$ cat src/rtl/mem_port_arbiter_pkg.sv
// mem_arb_pkg: shared types and constants for the IF/MEM memory port arbiter.
//   arb_state_t : arbiter FSM states (IDLE -> ACCESS -> DONE)
//   grant_t     : which requester owns the in-flight access
//   FAIR_LIMIT  : consecutive DATA grants (with IF waiting) before IF is forced in
//                 (only used when MEM_ARB_FAIR_EN is defined)
package mem_arb_pkg;

    typedef enum logic [1:0] {
        IDLE,
        ACCESS,
        DONE
    } arb_state_t;

    typedef enum logic [1:0] {
        GNT_NONE,
        GNT_IF,
        GNT_DATA
    } grant_t;

    localparam int FAIR_LIMIT = 3;

endpackage

$ cat src/rtl/mem_port_arbiter_if.sv
// mem_port_arbiter_if: bundles the fetch port, the data port, the memory port
// and the pipeline stall outputs of the arbiter.
//   slave  : arbiter side (consumes requests and mem_rdata, drives everything else)
//   master : pipeline + memory side (drives requests and mem_rdata)
interface mem_port_arbiter_if #(
    parameter int ADDR_W = 64,
    parameter int DATA_W = 64
) ();
    // fetch port
    logic              if_req;
    logic [ADDR_W-1:0] if_addr;
    logic [DATA_W-1:0] if_rdata;
    logic              if_ack;
    // data port
    logic              d_req;
    logic              d_we;
    logic [ADDR_W-1:0] d_addr;
    logic [DATA_W-1:0] d_wdata;
    logic [DATA_W-1:0] d_rdata;
    logic              d_ack;
    // memory port
    logic              mem_en;
    logic              mem_we;
    logic [ADDR_W-1:0] mem_addr;
    logic [DATA_W-1:0] mem_wdata;
    logic [DATA_W-1:0] mem_rdata;
    // stalls
    logic              stall_if;
    logic              stall_mem;

    modport slave (
        input  if_req, if_addr, d_req, d_we, d_addr, d_wdata, mem_rdata,
        output if_rdata, if_ack, d_rdata, d_ack,
        output mem_en, mem_we, mem_addr, mem_wdata, stall_if, stall_mem
    );

    modport master (
        output if_req, if_addr, d_req, d_we, d_addr, d_wdata, mem_rdata,
        input  if_rdata, if_ack, d_rdata, d_ack,
        input  mem_en, mem_we, mem_addr, mem_wdata, stall_if, stall_mem
    );
endinterface

$ cat src/rtl/mem_port_arbiter_lat_counter.sv
// lat_counter: loadable down-counter with a zero flag, used to time the
// fixed memory read latency.
//   clk, rst : clock, synchronous active-high reset (count -> 0)
//   load     : load load_val (has priority over dec)
//   dec      : decrement by one, saturating at zero
//   cnt      : current count
//   zero     : cnt == 0
module lat_counter #(
    parameter int MEM_LAT = 2,
    parameter int CNT_W   = $clog2(MEM_LAT + 1)
) (
    input  logic             clk,
    input  logic             rst,
    input  logic             load,
    input  logic [CNT_W-1:0] load_val,
    input  logic             dec,
    output logic [CNT_W-1:0] cnt,
    output logic             zero
);
    always_ff @(posedge clk) begin
        if (rst)
            cnt <= '0;
        else if (load)
            cnt <= load_val;
        else if (dec && cnt != '0)
            cnt <= cnt - 1'b1;
    end

    assign zero = (cnt == '0);
endmodule

$ cat src/rtl/mem_port_arbiter.sv
// mem_port_arbiter: shares one single-port fixed-latency memory between the
// IF (fetch) and MEM (load/store) pipeline stages. DATA has priority over IF.
// A grant in IDLE registers the memory command, ACCESS holds mem_en for
// MEM_LAT cycles, DONE pulses the granted ack with the captured read data.
//   clk, rst : clock, synchronous active-high reset
//   bus      : mem_port_arbiter_if.slave (fetch/data ports, memory port, stalls)
// Optional: define MEM_ARB_FAIR_EN to force an IF grant after FAIR_LIMIT
// consecutive DATA grants made while IF was waiting.
module mem_port_arbiter
    import mem_arb_pkg::*;
#(
    parameter int ADDR_W  = 64,
    parameter int DATA_W  = 64,
    parameter int MEM_LAT = 2
) (
    input  logic                clk,
    input  logic                rst,
    mem_port_arbiter_if.slave   bus
);
    localparam int                CNT_W    = $clog2(MEM_LAT + 1);
    localparam logic [CNT_W-1:0]  LAT_INIT = CNT_W'(MEM_LAT - 1);

    arb_state_t       state, state_n;
    grant_t           grant;
    logic             gnt_d, gnt_if;
    logic             fair_force;
    logic [CNT_W-1:0] lat_cnt;
    logic             lat_zero;
    logic             capture;

`ifdef MEM_ARB_FAIR_EN
    logic [1:0] fair_cnt;

    // Once IF has watched FAIR_LIMIT DATA grants go by, it wins the next one.
    assign fair_force = bus.if_req && (fair_cnt == 2'(FAIR_LIMIT));

    always_ff @(posedge clk) begin
        if (rst)
            fair_cnt <= '0;
        else if (gnt_if)
            fair_cnt <= '0;
        else if (gnt_d && bus.if_req && fair_cnt != 2'(FAIR_LIMIT))
            fair_cnt <= fair_cnt + 1'b1;
    end
`else
    assign fair_force = 1'b0;
`endif

    assign gnt_d   = (state == IDLE) && bus.d_req && !fair_force;
    assign gnt_if  = (state == IDLE) && bus.if_req && !gnt_d;
    assign capture = (state == ACCESS) && lat_zero;

    lat_counter #(.MEM_LAT(MEM_LAT), .CNT_W(CNT_W)) u_lat (
        .clk      (clk),
        .rst      (rst),
        .load     (gnt_d || gnt_if),
        .load_val (LAT_INIT),
        .dec      (state == ACCESS),
        .cnt      (lat_cnt),
        .zero     (lat_zero)
    );

    always_ff @(posedge clk) begin
        if (rst)
            state <= IDLE;
        else
            state <= state_n;
    end

    always_comb begin
        state_n = state;
        case (state)
            IDLE:    if (gnt_d || gnt_if) state_n = ACCESS;
            ACCESS:  if (lat_zero) state_n = DONE;
            DONE:    state_n = IDLE;
            default: state_n = IDLE;
        endcase
    end

    // Memory command and rdata registers; the command is frozen for the
    // whole ACCESS window because it only loads on a grant in IDLE.
    always_ff @(posedge clk) begin
        if (rst) begin
            grant         <= GNT_NONE;
            bus.mem_we    <= 1'b0;
            bus.mem_addr  <= '0;
            bus.mem_wdata <= '0;
            bus.if_rdata  <= '0;
            bus.d_rdata   <= '0;
        end else begin
            if (gnt_d) begin
                grant         <= GNT_DATA;
                bus.mem_we    <= bus.d_we;
                bus.mem_addr  <= bus.d_addr;
                bus.mem_wdata <= bus.d_wdata;
            end else if (gnt_if) begin
                grant         <= GNT_IF;
                bus.mem_we    <= 1'b0;
                bus.mem_addr  <= bus.if_addr;
                bus.mem_wdata <= '0;
            end else if (state == DONE) begin
                grant         <= GNT_NONE;
            end
            // Stores capture too; the pipeline ignores d_rdata on a store ack.
            if (capture && grant == GNT_IF)
                bus.if_rdata <= bus.mem_rdata;
            if (capture && grant == GNT_DATA)
                bus.d_rdata  <= bus.mem_rdata;
        end
    end

    assign bus.mem_en    = (state == ACCESS);
    assign bus.if_ack    = (state == DONE) && (grant == GNT_IF);
    assign bus.d_ack     = (state == DONE) && (grant == GNT_DATA);
    assign bus.stall_if  = bus.if_req && !bus.if_ack;
    assign bus.stall_mem = bus.d_req && !bus.d_ack;
endmodule

$ cat src/flat_wrapper.sv
// flat-port wrapper written by rule: the top's interface ports become plain ports
module mem_port_arbiter_flat import mem_arb_pkg::*;
#(
    parameter int ADDR_W  = 64,
    parameter int DATA_W  = 64,
    parameter int MEM_LAT = 2
)
  (clk, rst, bus_if_req, bus_if_addr, bus_d_req, bus_d_we, bus_d_addr, bus_d_wdata, bus_mem_rdata, bus_if_rdata, bus_if_ack, bus_d_rdata, bus_d_ack, bus_mem_en, bus_mem_we, bus_mem_addr, bus_mem_wdata, bus_stall_if, bus_stall_mem);
  mem_port_arbiter_if #(.ADDR_W(ADDR_W), .DATA_W(DATA_W)) bus_i ();
  input  logic clk;
  input  logic rst;
  input wire logic [$bits(bus_i.if_req)-1:0] bus_if_req;
  input wire logic [$bits(bus_i.if_addr)-1:0] bus_if_addr;
  input wire logic [$bits(bus_i.d_req)-1:0] bus_d_req;
  input wire logic [$bits(bus_i.d_we)-1:0] bus_d_we;
  input wire logic [$bits(bus_i.d_addr)-1:0] bus_d_addr;
  input wire logic [$bits(bus_i.d_wdata)-1:0] bus_d_wdata;
  input wire logic [$bits(bus_i.mem_rdata)-1:0] bus_mem_rdata;
  output wire logic [$bits(bus_i.if_rdata)-1:0] bus_if_rdata;
  output wire logic [$bits(bus_i.if_ack)-1:0] bus_if_ack;
  output wire logic [$bits(bus_i.d_rdata)-1:0] bus_d_rdata;
  output wire logic [$bits(bus_i.d_ack)-1:0] bus_d_ack;
  output wire logic [$bits(bus_i.mem_en)-1:0] bus_mem_en;
  output wire logic [$bits(bus_i.mem_we)-1:0] bus_mem_we;
  output wire logic [$bits(bus_i.mem_addr)-1:0] bus_mem_addr;
  output wire logic [$bits(bus_i.mem_wdata)-1:0] bus_mem_wdata;
  output wire logic [$bits(bus_i.stall_if)-1:0] bus_stall_if;
  output wire logic [$bits(bus_i.stall_mem)-1:0] bus_stall_mem;
  assign bus_i.if_req = bus_if_req;
  assign bus_i.if_addr = bus_if_addr;
  assign bus_i.d_req = bus_d_req;
  assign bus_i.d_we = bus_d_we;
  assign bus_i.d_addr = bus_d_addr;
  assign bus_i.d_wdata = bus_d_wdata;
  assign bus_i.mem_rdata = bus_mem_rdata;
  assign bus_if_rdata = bus_i.if_rdata;
  assign bus_if_ack = bus_i.if_ack;
  assign bus_d_rdata = bus_i.d_rdata;
  assign bus_d_ack = bus_i.d_ack;
  assign bus_mem_en = bus_i.mem_en;
  assign bus_mem_we = bus_i.mem_we;
  assign bus_mem_addr = bus_i.mem_addr;
  assign bus_mem_wdata = bus_i.mem_wdata;
  assign bus_stall_if = bus_i.stall_if;
  assign bus_stall_mem = bus_i.stall_mem;
  mem_port_arbiter #(.ADDR_W(ADDR_W), .DATA_W(DATA_W), .MEM_LAT(MEM_LAT)) u_core (.clk(clk), .rst(rst), .bus(bus_i));
endmodule
$ cat config.mk
export PLATFORM = sky130hd
export DESIGN_NAME = mem_port_arbiter_flat
export DESIGN_NICKNAME = d
export VERILOG_FILES = /design/src/rtl/mem_port_arbiter_pkg.sv /design/src/rtl/mem_port_arbiter_if.sv /design/src/rtl/mem_port_arbiter_lat_counter.sv /design/src/rtl/mem_port_arbiter.sv /design/src/flat_wrapper.sv
export SDC_FILE = /design/constraint.sdc
export NUM_CORES = 1
export LEC_CHECK = 0
export ABC_CLOCK_PERIOD_IN_PS = 3190
export CAP_MARGIN = 25
export CORE_AREA = 2 2 202 204
export CTS_CLUSTER_DIAMETER = 150
export CTS_CLUSTER_SIZE = 40
export DETAILED_ROUTE_END_ITERATION = 7
export DIE_AREA = 0 0 204 206
export GPL_TIMING_DRIVEN = 0
export HOLD_SLACK_MARGIN = 0.02
export SKIP_CTS_REPAIR_TIMING = 1
export SYNTH_ARGS = -nofsm -noshare
export SYNTH_HDL_FRONTEND = slang
export SYNTH_SLANG_ARGS = --single-unit
$ cat constraint.sdc
create_clock -name clk -period 3.19 [get_ports clk]
set_input_delay 0.957 -clock clk [delete_from_list [all_inputs] [get_ports clk]]
set_output_delay 0.957 -clock clk [all_outputs]
set_load 0.01 [all_outputs]
==> results.cfg <==
[yosys]
synth_area_leader_cell = dfxtp_1
syn_inst = 883
syn_nets = 1145
synth_area_sq_mm = 0.0100
synth_seq_cells = 263
synth_most_common_cell = dfxtp_1
synthArstFlopShare = 0
yosysSeqAreaShare = 0.526
synth_common_cells = 263 x dfxtp_1, 192 x nand2b_1, 128 x mux2i_1
ys_warn_count = 0
synth_enable_flop_cells = 0
syn_avg_cell_area_sq_um = 11.3
synth_top_cell_area_share = 0.526
synthFlopType = dfxtp_1
netlist-cell-type-count = 31
netlist_top_cells_area = dfxtp_1 53%, mux2i_1 13%, nand2b_1 12%, a221o_1 6.4%, a22o_1 5.7%

[critical_path]
criticalPathCategory = flop to output pin
cp_max_fo = 10
crit_chain = buf_2, nor4bb_1, clkdlybuf4s50_1
end_kind = output pin
worstPathRequired_ns = 2.23
start_kind = flop
slowest_delay_ns = 0.64
critPathSlowestCell = clkdlybuf4s50_1
cp.arrival_ns = 2.10

[timing]
worst_slack_ns = 0.138
period_share = 0.957
slew_violations = 0
hold_viol_final = 0
post-route-min-period_ns = 3.05
max_freq_ghz = 0.328
rsz0062_at_grt = false
tightest_slew_ns = 0.811
setup_viol = 0
slew_headroom = 0.460
final.setup_skew_ns = 0.0142

[finish]
syn_to_final_growth_pct = 62.2
layout-drive-gt1-share = 0.0423
layout.nets = 1679
finalInstanceArea_sq_mm = 0.0162
fillers = 3947

[placement]
post_dp_cell_area_sq_mm = 0.0159
hpwl_mm = 32.8
io_buffers = 522
place_congestion = 0.914
dpl_worst_slack_ns = -0.397

[global_routing]
grt_use_total = 0.180
antenna_found_initial = 9
grt_max_degree = 41
grt-ovfl-total = 0
grt_pass1_wl_mm = 56.8
grt_pass1_vias = 8930

[clock_network]
cts_tree = built
clock-sinks = 263
h-tree-depth = 1
path_clk_slew_ns = 0.14
cts_root_buf = clkbuf_16
cts.path.max_buffers = 3
cts_buffers = 10
clk_latency_ns = 0.50

[power_and_ir_drop]
fin_total_pwr_w = 0.00673
power.density_mw_per_mm2 = 415
vdd_drop_max_mv = 0.353
power_leakage_nw = 6.30

[detailed_routing]
drc = 0
post_drt_wl_per_cell_um = 20.4
viasPerCell = 4.39
antenna_left = 0
first_pass_iters = 4
vias = 8578
wl_mm = 39.9
drt_iter0_markers = 252

[die]
core-area_sq_mm = 0.0402
num_rows = 74
start_util = 0.249
die_y_um = 206
design.portCount = 523
dieArea_sq_mm = 0.0420
die-width_um = 204

[min_path]
worstHoldPathType = flop to flop

[job]
drv_cap = 0

[status]
outcome = finished, final reports clean
area by class of cell:
type                            count  area (sq um)  area share
Multi-Input combinational cell    545          4330       0.267
Clock buffer                       11           275      0.0170
Clock inverter                      2          20.0     0.00123
Timing Repair Buffer              522          5230       0.322
Inverter                            2          7.51    0.000463
Antenna cell                        5          12.5    0.000771
Sequential cell                   263          5270       0.325
Tap cell                          532           666      0.0410
Buffer                             73           419      0.0258
metrics by stage:
step                      TNS, ns  hold slack, ns  utilization  cells
final                           0           0.482        0.404   1955
after global routing            0           0.496        0.404   1953
after CTS                 -0.0930           0.485        0.403   1950
after detailed placement   -62.13           0.462        0.395   1937
after global placement     -54.69           0.458        0.395   1937
after floorplan                 0           0.472            -    883
registers in the layout (all words and copies together), names as in the netlist:
register              flops
u_core.bus.d_rdata       64
u_core.bus.if_rdata      64
u_core.bus.mem_addr      64
u_core.bus.mem_wdata     64
u_core.grant              2
u_core.state              2
u_core.u_lat.cnt          2
u_core.bus.mem_we         1
layout by cell type, fill, tap and decap left out, types with 4 or more instances in the layout:
cell	instances
diode_2	5
buf_6	12
mux2i_1	128
a221o_1	64
buf_4	7
and2_1	64
a22o_1	65
nor2_1	5
clkbuf_1	31
dfxtp_1	263
nand2b_1	192
clkdlybuf4s50_1	520
clkbuf_16	11
buf_2	22
nor2b_1	4
per-layer routing:
metal	global-route usage	wire, um	up-vias
li1	-	-	4169
met1	0.181	14300	4019
met2	0.339	20600	325
met3	0.0623	3510	55
met4	0.0673	1500	10
met5	0	64	-
kinds of logic (layout without fill, tap and decap cells):
kind of cell               count (synthesis)  after routing  share of synthesized area
other                                      0              5                          0
DFF                                      263            263                      0.526
buffers and inverters                     75            610                     0.0425
adders and majority gates                  1              1                    0.00125
AOI/OAI and AO/OA                        136            136                      0.125
muxes                                    128            128                      0.128
and+or+nand+nor                          280            280                      0.176
power by group:
group          switching [W]  total, W  internal (W)  leakage [nW]
clock                0.00107   0.00171      0.000642         0.146
combinational       0.000577   0.00143      0.000850          4.01
sequential          0.000114   0.00360       0.00348          2.14
final timing paths:
kind	start	endpoint	slack, ns	depth (start not counted)
max	u_core.state[1]$_SDFFE_PP0P_	bus_if_ack	0.14	3
min	u_core.bus.d_rdata[16]$_SDFFE_PP0P_	u_core.bus.d_rdata[16]$_SDFFE_PP0P_	0.48	2
max reg2reg	u_core.state[0]$_SDFFE_PP0P_	u_core.bus.mem_addr[53]$_SDFFE_PP0P_	1.04	5
min reg2reg	u_core.bus.d_rdata[16]$_SDFFE_PP0P_	u_core.bus.d_rdata[16]$_SDFFE_PP0P_	0.48	2
worst max-delay path: cells and delay by family, from the launching register on:
family | cells | cell delay (ns)
buffers and inverters | 2 | 0.85
DFF | 1 | 0.38
and+or+nand+nor | 1 | 0.37
Power figures use the tool's default switching activity.
